**config.mk**
```make
export PLATFORM = sky130hd
export DESIGN_NAME = latch_bank_reg_flat
export DESIGN_NICKNAME = d
export VERILOG_FILES = /design/src/rtl/latch_bank_reg_if.sv /design/src/rtl/latch_bank_reg.sv /design/src/flat_wrapper.sv
export SDC_FILE = /design/constraint.sdc
export NUM_CORES = 1
export LEC_CHECK = 0
export ABC_AREA = 1
export CAP_MARGIN = 20
export CORE_MARGIN = 2
export CORE_UTILIZATION = 35
export CTS_CLUSTER_DIAMETER = 80
export DETAILED_ROUTE_END_ITERATION = 7
export GPL_ROUTABILITY_DRIVEN = 0
export PLACE_DENSITY = 0.66
export SLEW_MARGIN = 40
export SYNTH_ARGS = -nofsm -noshare
export SYNTH_HDL_FRONTEND = slang
export SYNTH_SLANG_ARGS = --single-unit
```
**constraint.sdc**
```tcl
create_clock -name clk -period 1.13 [get_ports clk]
set_clock_uncertainty 0.15 [all_clocks]
set_input_delay 0.113 -clock clk [delete_from_list [all_inputs] [get_ports clk]]
set_output_delay 0.113 -clock clk [all_outputs]
set_load 0.005 [all_outputs]
```
**src/rtl/latch_bank_reg_if.sv**
```systemverilog
// latch_bank_reg_if: write/commit bus and committed-value outputs of the latch bank.
interface latch_bank_reg_if #(
    parameter int WIDTH = 8,
    parameter int CHANNELS = 4,
    localparam int SEL_W = $clog2(CHANNELS)
);
    logic                      wr_en;
    logic [SEL_W-1:0]          ch_sel;
    logic [1:0]                op;
    logic [WIDTH-1:0]          data;
    logic                      ser_in;
    logic                      commit;
    logic [CHANNELS*WIDTH-1:0] q;
    logic [CHANNELS*WIDTH-1:0] qn;
    logic [CHANNELS-1:0]       pending;
    logic                      sel_err;
    modport master (
        output wr_en, ch_sel, op, data, ser_in, commit,
        input  q, qn, pending, sel_err
    );
    modport slave (
        input  wr_en, ch_sel, op, data, ser_in, commit,
        output q, qn, pending, sel_err
    );
endinterface

```
**src/rtl/latch_bank_reg.sv**
```systemverilog
// latch_bank_reg: shadowed multi-channel register bank with atomic commit to q/qn.
// Writes land in a shadow array; commit copies every pending shadow word to q.
module latch_bank_reg #(
    parameter int WIDTH = 8,
    parameter int CHANNELS = 4,
    localparam int SEL_W = $clog2(CHANNELS)
) (
    input logic             clk,
    input logic             reset,
    latch_bank_reg_if.slave bus
);
    logic [CHANNELS-1:0][WIDTH-1:0] shadow_q, shadow_d;
    logic [CHANNELS-1:0][WIDTH-1:0] q_q, q_d;
    logic [CHANNELS-1:0]            pending_q, pending_d;
    logic                           sel_err_q, sel_err_d;
    logic                           sel_ok;
    logic [WIDTH-1:0]               cur, nxt;

    always_comb begin
        shadow_d  = shadow_q;
        q_d       = q_q;
        pending_d = pending_q;
        cur       = '0;
        sel_ok    = int'(bus.ch_sel) < CHANNELS;
        sel_err_d = bus.wr_en && !sel_ok;
        for (int c = 0; c < CHANNELS; c++) begin
            if (bus.ch_sel == SEL_W'(c)) cur = shadow_q[c];
        end
        // truncating {cur, ser_in} keeps the low WIDTH bits, which also covers WIDTH=1
        nxt = bus.op == 2'b01 ? bus.data :
              bus.op == 2'b10 ? WIDTH'({cur, bus.ser_in}) : '0;
        for (int c = 0; c < CHANNELS; c++) begin
            if (bus.commit && pending_q[c]) begin
                q_d[c]       = shadow_q[c];
                pending_d[c] = 1'b0;
            end
            if (bus.wr_en && sel_ok && bus.op != 2'b00 && bus.ch_sel == SEL_W'(c)) begin
                shadow_d[c]  = nxt;
                pending_d[c] = 1'b1;
            end
        end
    end

    always_ff @(posedge clk or negedge reset) begin
        if (!reset) begin
            shadow_q  <= '0;
            q_q       <= '0;
            pending_q <= '0;
            sel_err_q <= 1'b0;
        end else begin
            shadow_q  <= shadow_d;
            q_q       <= q_d;
            pending_q <= pending_d;
            sel_err_q <= sel_err_d;
        end
    end

    assign bus.q       = q_q;
    assign bus.qn      = ~q_q;
    assign bus.pending = pending_q;
    assign bus.sel_err = sel_err_q;
endmodule

```
**src/flat_wrapper.sv**
```systemverilog
// flat-port wrapper written by rule: the top's interface ports become plain ports
module latch_bank_reg_flat 
#(
    parameter int WIDTH = 8,
    parameter int CHANNELS = 4,
    localparam int SEL_W = $clog2(CHANNELS)
)
  (clk, reset, bus_wr_en, bus_ch_sel, bus_op, bus_data, bus_ser_in, bus_commit, bus_q, bus_qn, bus_pending, bus_sel_err);
  latch_bank_reg_if #(.WIDTH(WIDTH), .CHANNELS(CHANNELS)) bus_i ();
  input logic clk;
  input logic reset;
  input wire logic [$bits(bus_i.wr_en)-1:0] bus_wr_en;
  input wire logic [$bits(bus_i.ch_sel)-1:0] bus_ch_sel;
  input wire logic [$bits(bus_i.op)-1:0] bus_op;
  input wire logic [$bits(bus_i.data)-1:0] bus_data;
  input wire logic [$bits(bus_i.ser_in)-1:0] bus_ser_in;
  input wire logic [$bits(bus_i.commit)-1:0] bus_commit;
  output wire logic [$bits(bus_i.q)-1:0] bus_q;
  output wire logic [$bits(bus_i.qn)-1:0] bus_qn;
  output wire logic [$bits(bus_i.pending)-1:0] bus_pending;
  output wire logic [$bits(bus_i.sel_err)-1:0] bus_sel_err;
  assign bus_i.wr_en = bus_wr_en;
  assign bus_i.ch_sel = bus_ch_sel;
  assign bus_i.op = bus_op;
  assign bus_i.data = bus_data;
  assign bus_i.ser_in = bus_ser_in;
  assign bus_i.commit = bus_commit;
  assign bus_q = bus_i.q;
  assign bus_qn = bus_i.qn;
  assign bus_pending = bus_i.pending;
  assign bus_sel_err = bus_i.sel_err;
  latch_bank_reg #(.WIDTH(WIDTH), .CHANNELS(CHANNELS)) u_core (.clk(clk), .reset(reset), .bus(bus_i));
endmodule
```
==> summary.txt, run 1 <==
Pwr
  – Switching share of power: 29.8%
  – Worst-case vdd ir drop: 0.617 mV
  – Net switching power figure: 2.56 mW
  – Ratio of total power to cell area: 1700 nW/µm²
  – Share of power burned in registers: 37.7%
  – Leakage power total: 2.75 nW
  – Final total power: 8.58 mW
  – Part of the power in combinational logic: 36.4%
  – Relative contribution of the clock network to total power: 25.9%
  – Internal power component: 6.02 mW

Place
  – Total cell area at the placement stage: 4420 µm²
  – Worst setup slack after placement: -654 ps
  – Detailed-placement wirelength estimate: 5800 µm
  – Number of port buffers: 84

Clock tree
  – TritonCTS clock tree: built
  – Worst-path clk slew: 70 ps
  – Clk sink count: 68
  – Later-pin clock latency in the skew report: 350 ps
  – Number of buffers inserted during clock tree synthesis: 9
  – Clock tree buffer depth: 2
  – Root buffer selected by CTS: sky130_fd_sc_hd__clkbuf_8
  – H-tree depth: 3

GRT
  – Maximum number of pins on one net before global-route repair: 69
  – Overall Global Routing Usage: 19.1%
  – Via count of the first global-routing pass: 3,051
  – First-pass GRT wire length: 14,700 µm
  – Overall overflow remaining after global route: 0
  – Number of antenna violations at the first check in global routing: 0

Final layout
  – Register area: 1700 µm²
  – Highest-count cells in the layout ignoring fill and taps: 131 x sky130_fd_sc_hd__nand2_1, 76 x sky130_fd_sc_hd__buf_4, 68 x sky130_fd_sc_hd__dfrtp_1
  – Finished layout cell area: 5030 µm²
  – Total area of multi-input combinational cells: 1180 µm²
  – Antenna fix cells: 0
  – Total Nets Final: 595
  – Filler Cells Inserted: 742
  – Ratio of cells with drive above 1 in the final layout: 48.2%
  – Area growth syn-to-layout: 63.1%
  – Most common cell after layout, fill and taps aside: sky130_fd_sc_hd__nand2_1

Floorplan
  – Die X-Extent: 97.9 µm
  – Floorplan row count: 34
  – Initial core utilization: 35.7%
  – Die Span Y: 97.9 µm
  – I/O Pins: 86
  – Die area: 9580 µm²
  – Core ar.: 8640 µm²

Worst setup path
  – Library cell appearing most often on the critical path: sky130_fd_sc_hd__nand2_1
  – Kind of critical path: reg -> reg
  – Data required time at the worst endpoint: 1220 ps
  – Number of cells on the worst reg-to-reg path: 8
  – CP cell instances: o21ai_2 > nand2_1 > nand2_1 > nand2_1 > nand2_2 > nand2_4 > nand2_2 > nand2_1
  – Endpoint of the lowest-slack register-to-register path: u_core.shadow_q[7]
  – Max Fanout on Critical Path: 4
  – Reg-to-Reg Start: u_core.shadow_q[6]
  – Sort of element at the start of the critical path: register
  – Longest individual stage delay on the worst path: 410 ps
  – Slack of the worst reg-to-reg path: -180 ps
  – CP max-delay cell: sky130_fd_sc_hd__dfrtp_1
  – Data arrival time at the worst-slack endpoint: 1390 ps
  – Crit end category: register

Timing
  – Setup repair after global routing missed its margin: true
  – Setup ws final: -178 ps
  – Fmax achieved: 765 MHz
  – Setup TNS: -5170 ps
  – Number of failing setup endpoints in the final timing report: 82
  – Time the worst path needs with I/O delays and setup: 1310 ps
  – Number of hold violations in the final report: 0
  – Period utilization: 116%
  – Final Slew Violations: 0

Logic synthesis
  – Count of state elements after synthesis: 68
  – Post-synthesis compound-gate area fraction: 9.69%
  – Distinct cells, synth: 21
  – Number of flops mapped to enable cells by yosys: 0
  – Most used flip-flop cell after synthesis: sky130_fd_sc_hd__dfrtp_1
  – Mean instance size in the synthesized netlist: 7.99 µm²
  – Post-synthesis net count: 403
  – Combined area of all synthesized cells: 3090 µm²
  – Simple-gate share of the synthesized area: 24.6%
  – Syn Inst Count: 386
  – Fraction of registers with async set/reset: 100%
  – Post-synthesis share of cell area spent on full adders, half adders and majority gates: 0%
  – Synthesis warning total: 0
  – Sequential-to-total area share from yosys stat: 55.2%
  – Dominant combinational cell family by area after synthesis: simple AND/OR/NAND/NOR gates
  – Fraction of synthesized area in multiplexers: 0%
  – Area share of xor/xnor cells in the synthesized design: 0%

Job
  – Count of max-cap constraint violations: 0

Min path
  – Class of the tightest hold or removal check: in -> async

Routing
  – DRC violation count after routing: 0
  – Detailed-route via count: 3,086
  – Count of antenna-violating nets left after detailed routing: 0
  – Post-detailed-route wirelength per cell: 13.1 µm
  – Number of detailed-route iterations in the first pass: 4
  – DRC marker count from the first detailed-route iteration: 156
  – Wire length after detailed routing: 9050 µm
  – Detail-routed via count per cell: 4.47

Run status
  – Run status: complete, but fails checks
  – Violated checks: setup timing
power by group through the flow:
stage | sequential (mW) | clock (mW) | combinational (mW)
floorplan | 3.25 | 0 | 0.772
global placement | 3.25 | 0 | 2.62
detailed placement | 3.27 | 0 | 2.67
CTS | 3.20 | 2.26 | 2.90
global route | 3.30 | 2.36 | 3.42
finish | 3.23 | 2.22 | 3.12
final cells by class:
class	instances	area share, %
sequential	68	33.8
timing repair buffer	190	30.4
multi-input combinational	240	23.5
inverter	69	5.32
clock buffer	11	2.81
tap	108	2.69
clock inverter	5	1.49
Yosys cell counts (3+ instances only):
| cell type | instances | area share (%) |
|---|---|---|
| sky130_fd_sc_hd__buf_4 | 3 | 0.73 |
| sky130_fd_sc_hd__nand2_2 | 9 | 1.8 |
| sky130_fd_sc_hd__nor2_1 | 11 | 1.3 |
| sky130_fd_sc_hd__o21ai_0 | 28 | 4.5 |
| sky130_fd_sc_hd__nor2_4 | 3 | 1.1 |
| sky130_fd_sc_hd__nand2_1 | 150 | 18 |
| sky130_fd_sc_hd__o21ai_1 | 7 | 1.1 |
| sky130_fd_sc_hd__inv_1 | 63 | 7.7 |
| sky130_fd_sc_hd__o21ai_2 | 4 | 1.1 |
| sky130_fd_sc_hd__clkbuf_1 | 4 | 0.49 |
| sky130_fd_sc_hd__inv_2 | 4 | 0.49 |
| sky130_fd_sc_hd__a21oi_1 | 16 | 2.6 |
| sky130_fd_sc_hd__nand3_1 | 7 | 1.1 |
| sky130_fd_sc_hd__dfrtp_1 | 68 | 55 |
routing by layer:
layer	vias up	GRT usage (%)	wire (µm)
met3	13	3.15	487
li1	1547	-	-
met5	-	0	0
met2	95	30.0	4300
met1	1431	26.5	4070
met4	0	7.37	185
per-stage QoR:
step                hold slack (ps)  util, %  instances
detailed placement             15.0     51.2        621
CTS                             176     55.8        687
floorplan                      -333        -        386
global placement               13.6     51.2        621
finish                          155     58.3        691
global route                    215     58.3        691
kinds of logic (layout without fill, tap and decap cells):
family,Yosys count,in the layout
simple gates,183,183
compound gates,56,56
flops,68,68
buf+inv,78,275
other cells,1,1
worst max-delay path: cells and delay by family, from the launching register on:
| family | cells | cell delay, ps |
|---|---|---|
| AND/OR/NAND/NOR | 7 | 500 |
| flip-flops | 1 | 410 |
| AO/OA/AOI/OAI | 1 | 140 |
state kept, by name (all words and copies together) (netlist names):
| register | count |
|---|---|
| u_core.bus.pending | 4 |
| u_core.bus.q | 32 |
| u_core.shadow_q | 32 |
worst max path at each step:
stage	start	to	depth (start not counted)
6_report	u_core.shadow_q[6]	u_core.shadow_q[7]	8
2_1_floorplan	u_core.bus.pending[0]	u_core.bus.q[2]	3
3_5_place_dp	bus_ch_sel[1]	u_core.shadow_q[15]	11
4_1_cts	u_core.shadow_q[6]	u_core.shadow_q[7]	8
3_3_place_gp	bus_ch_sel[1]	u_core.shadow_q[23]	11
5_1_grt	u_core.shadow_q[6]	u_core.shadow_q[7]	8
repair_timing:
action	4_1_cts	5_1_grt
endpoints found under the hold margin	68	0
hold buffers	1	0
cloned	1	3
pin swaps	10	28
setup buffers	48	10
gates resized for setup	334	70
setup endpoints to repair	102	124
(Power assumes the default switching activity.)
==> inputs of run 2 (changes only) <==
- ABC_AREA: 1 -> not set
- CORE_UTILIZATION: 35 -> 43
- CTS_CLUSTER_SIZE: not set -> 24
- PLACE_DENSITY: 0.66 -> 0.78
==> run 2 against run 1 <==
  * The flow still finishes with violations (setup timing)
  * Clock power down 10%
  * Non-clock buffer count shrank 14
  * Worst setup slack lost 20 ps
  * Synthesized area decreased by 3.4%
  * Utilization up 18 points
  * Sequential share of layout area down 0.81 points
  * Final area rose by 2.5%
  * Via count fell by 11%
  * Largest cell class unchanged
  * Power is 15% higher
  * Synthesized cell count is 32% lower
  * Critical endpoint is now u_core.shadow_q[17]
  * Hold slack got worse by 7.7 ps
  * Sequential cell count unchanged
==> summary.txt, run 2 <==
Pwr
  – Final total power: 9.88 mW (+15%)
  – Relative contribution of the clock network to total power: 20.1% (-5.8 points)
  – Ratio of total power to cell area: 1920 nW/µm² (+12%)
  – Net switching power figure: 3.00 mW (+18%)
  – Worst-case vdd ir drop: 1.43 mV (+130%)
  – Share of power burned in registers: 35.9% (-1.8 points)
  – Leakage power total: 2.56 nW (-6.9%)
  – Switching share of power: 30.4% (+0.60 points)
  – Internal power component: 6.88 mW (+14%)
  – Part of the power in combinational logic: 44.0% (+7.6 points)

Logic synthesis
  – Commonest cells in the synthesized netlist: 68 x sky130_fd_sc_hd__dfrtp_1, 42 x sky130_fd_sc_hd__inv_1, 32 x sky130_fd_sc_hd__nand2_1
  – Fraction of registers with async set/reset: 100% (unchanged)
  – Combined area of all synthesized cells: 2980 µm² (-3.4%)
  – Cell type with the largest total area after synthesis: sky130_fd_sc_hd__dfrtp_1
  – Sequential-to-total area share from yosys stat: 57.1% (+1.9 points)
  – Number of flops mapped to enable cells by yosys: 0 (unchanged)
  – Syn Inst Count: 263 (-32%)
  – Synthesis warning total: 0 (unchanged)
  – Most numerous cell in the Yosys netlist: sky130_fd_sc_hd__dfrtp_1
  – Most used flip-flop cell after synthesis: sky130_fd_sc_hd__dfrtp_1
  – Top cell type's share of synthesized area: 57.1% (+1.9 points)
  – Most area-consuming cells after synthesis: sky130_fd_sc_hd__dfrtp_1 57%, sky130_fd_sc_hd__mux2_2 11%, sky130_fd_sc_hd__a31oi_1 5.9%
  – Count of state elements after synthesis: 68 (unchanged)
  – Mean instance size in the synthesized netlist: 11.3 µm² (+42%)
  – Distinct cells, synth: 25 (+19%)
  – Post-synthesis net count: 280 (-31%)

Worst setup path
  – Data arrival time at the worst-slack endpoint: 1390 ps (about the same)
  – Crit end category: register
  – Max Fanout on Critical Path: 4 (unchanged)
  – Startpoint of the worst setup timing path: u_core.shadow_q[16]
  – Reg-to-Reg Start: u_core.shadow_q[16]
  – Sort of element at the start of the critical path: register
  – Kind of critical path: reg -> reg
  – Data required time at the worst endpoint: 1190 ps (-30 ps)
  – Number of cells on the worst reg-to-reg path: 3 (-5)

Timing
  – Number of failing setup endpoints in the final timing report: 118 (+44%)
  – Time the worst path needs with I/O delays and setup: 1330 ps (+19.7 ps)
  – Setup repair after global routing missed its margin: true
  – Fmax achieved: 753 MHz (-1.5%)
  – Final Slew Violations: 0 (unchanged)
  – Setup ws final: -198 ps (-19.7 ps)
  – Number of hold violations in the final report: 0 (unchanged)
  – Period utilization: 117% (+1.7 points)

Clock tree
  – Number of buffers inserted during clock tree synthesis: 9 (unchanged)
  – Worst-path clk slew: 80 ps (about the same)
  – H-tree depth: 3 (unchanged)
  – TritonCTS clock tree: built
  – Clock tree buffer depth: 2 (unchanged)
  – Root buffer selected by CTS: sky130_fd_sc_hd__clkbuf_8
  – Later-pin clock latency in the skew report: 350 ps (about the same)
  – Clk sink count: 68 (unchanged)

Routing
  – DRC marker count from the first detailed-route iteration: 199 (+28%)
  – Wire length after detailed routing: 9740 µm (+7.7%)
  – Number of detailed-route iterations in the first pass: 4 (unchanged)
  – Detail-routed via count per cell: 5.24 (+17%)
  – Post-detailed-route wirelength per cell: 18.7 µm (+43%)
  – Count of antenna-violating nets left after detailed routing: 0 (unchanged)
  – Detailed-route via count: 2,732 (-11%)
  – DRC violation count after routing: 0 (unchanged)

Floorplan
  – Die X-Extent: 87.3 µm (-11%)
  – I/O Pins: 86 (unchanged)
  – Die area: 7620 µm² (-21%)
  – Floorplan row count: 30 (-12%)
  – Die Span Y: 87.3 µm (-11%)
  – Core ar.: 6760 µm² (-22%)
  – Initial core utilization: 44.1% (+8.4 points)

Min path
  – Class of the tightest hold or removal check: in -> async

Final layout
  – Finished layout cell area: 5160 µm² (+2.5%)
  – Register area: 1700 µm² (unchanged)
  – Most common cell after layout, fill and taps aside: sky130_fd_sc_hd__dfrtp_1
  – Total area of multi-input combinational cells: 1420 µm² (+20%)
  – Area growth syn-to-layout: 72.9%
  – Antenna fix cells: 0 (unchanged)
  – Filler Cells Inserted: 396 (-47%)
  – Ratio of cells with drive above 1 in the final layout: 60.5% (+12 points)
  – Total Nets Final: 455 (-24%)
  – Post-layout utilization of the core: 76.3% (+18 points)
  – Highest-count cells in the layout ignoring fill and taps: 68 x sky130_fd_sc_hd__dfrtp_1, 64 x sky130_fd_sc_hd__buf_6, 49 x sky130_fd_sc_hd__buf_2

Place
  – Total cell area at the placement stage: 4340 µm² (-2.0%)
  – Number of port buffers: 84 (unchanged)
  – Detailed-placement wirelength estimate: 5500 µm (-5.2%)

GRT
  – Number of antenna violations at the first check in global routing: 0 (unchanged)
  – Via count of the first global-routing pass: 2,795 (-8.4%)
  – First-pass GRT wire length: 14,200 µm (-3.7%)
  – Maximum number of pins on one net before global-route repair: 69 (unchanged)
  – Overall Global Routing Usage: 24.9% (+5.8 points)
  – Overall overflow remaining after global route: 0 (unchanged)

Run status
  – Violated checks: setup timing
  – Run status: complete, but fails checks

Job
  – Count of max-cap constraint violations: 0 (unchanged)
run 2: cell types whose count changed after synthesis, sizes merged, moves of 4 or more:
cell and delta:
nand2 -129, mux2 +29, a31oi +28, inv -25, o21ai -23, a21oi -17
mux2i +14, nor2 -14, a2bb2oi +7, nand3 -7, buf +4
run 2: logic make-up (layout without fill, tap and decap cells):
family | count (synthesis) | count (layout) | share of synthesized area (%)
mux | 43 | 43 | 15.8
simple gates | 39 | 39 | 6.59
flops | 68 | 68 | 57.1
other cells | 1 | 1 | 0.126
buf+inv | 55 | 233 | 7.85
compound gates | 57 | 57 | 12.6
run 2: worst max-delay path, stage by stage, from the launching register on:
cell and delay (ps):
sky130_fd_sc_hd__dfrtp_1 440, sky130_fd_sc_hd__mux2i_4 200, sky130_fd_sc_hd__a2bb2oi_4 260, sky130_fd_sc_hd__mux2i_1 140
run 2: layout make-up:
type	count	share of cell area (%)
Inverter	43	3.28
Sequential cell	68	33.0
Timing Repair Buffer	176	30.6
Tap cell	80	1.94
Clock buffer	10	2.67
Clock inverter	4	0.995
Multi-Input combinational cell	140	27.5
run 2: path summary, 6_finish.rpt:
kind	endpoint	slack, ps
worst max-delay path	u_core.shadow_q[17]	-200
worst min register to register	u_core.bus.q[7]	370
max in group asynchronous	u_core.bus.q[19]	370
worst max register to register	u_core.shadow_q[17]	-200
worst min-delay path	u_core.bus.q[31]	150
min in group clk	u_core.shadow_q[29]	160
run 2: power by group through the flow:
stage / combinational [mW] / sequential [mW] / clock (mW)
after floorplan: 1.06 / 3.51 / 0
after global placement: 3.16 / 3.55 / 0
after detailed placement: 3.25 / 3.58 / 0
after CTS: 3.75 / 3.50 / 1.97
after global routing: 4.65 / 3.60 / 2.11
final: 4.35 / 3.54 / 1.99
run 2: per-layer routing:
metal | wire length, µm | global-route usage (%) | up-vias
met4 | 218 | 10.1 | 0
met2 | 5070 | 41.9 | 123
li1 | - | - | 1249
met3 | 601 | 5.40 | 24
met5 | 0 | 0 | -
met1 | 3850 | 31.2 | 1336
run 2: timing repair:
item / 4_1_cts / 5_1_grt
hold buffers: 1 / 0
pin swaps: 13 / 9
resized for setup: 383 / 53
setup endpoints to repair: 128 / 129
gates cloned: 1 / 1
endpoints found under the hold margin: 68 / 0
setup buffers: 44 / 8
run 2: metrics by stage:
| step | hold WS, ps | cells | setup WS (ps) | TNS [ps] |
|---|---|---|---|---|
| 2_1_floorplan | -333 | 263 | -44.6 | -1160 |
| 3_3_place_gp | 6.50 | 459 | -666 | -32690 |
| 3_5_place_dp | 15.2 | 459 | -704 | -35780 |
| 4_1_cts | 191 | 515 | -151 | -8080 |
| 5_1_grt | 165 | 521 | -221 | -13860 |
| 6_report | 148 | 521 | -198 | -9560 |
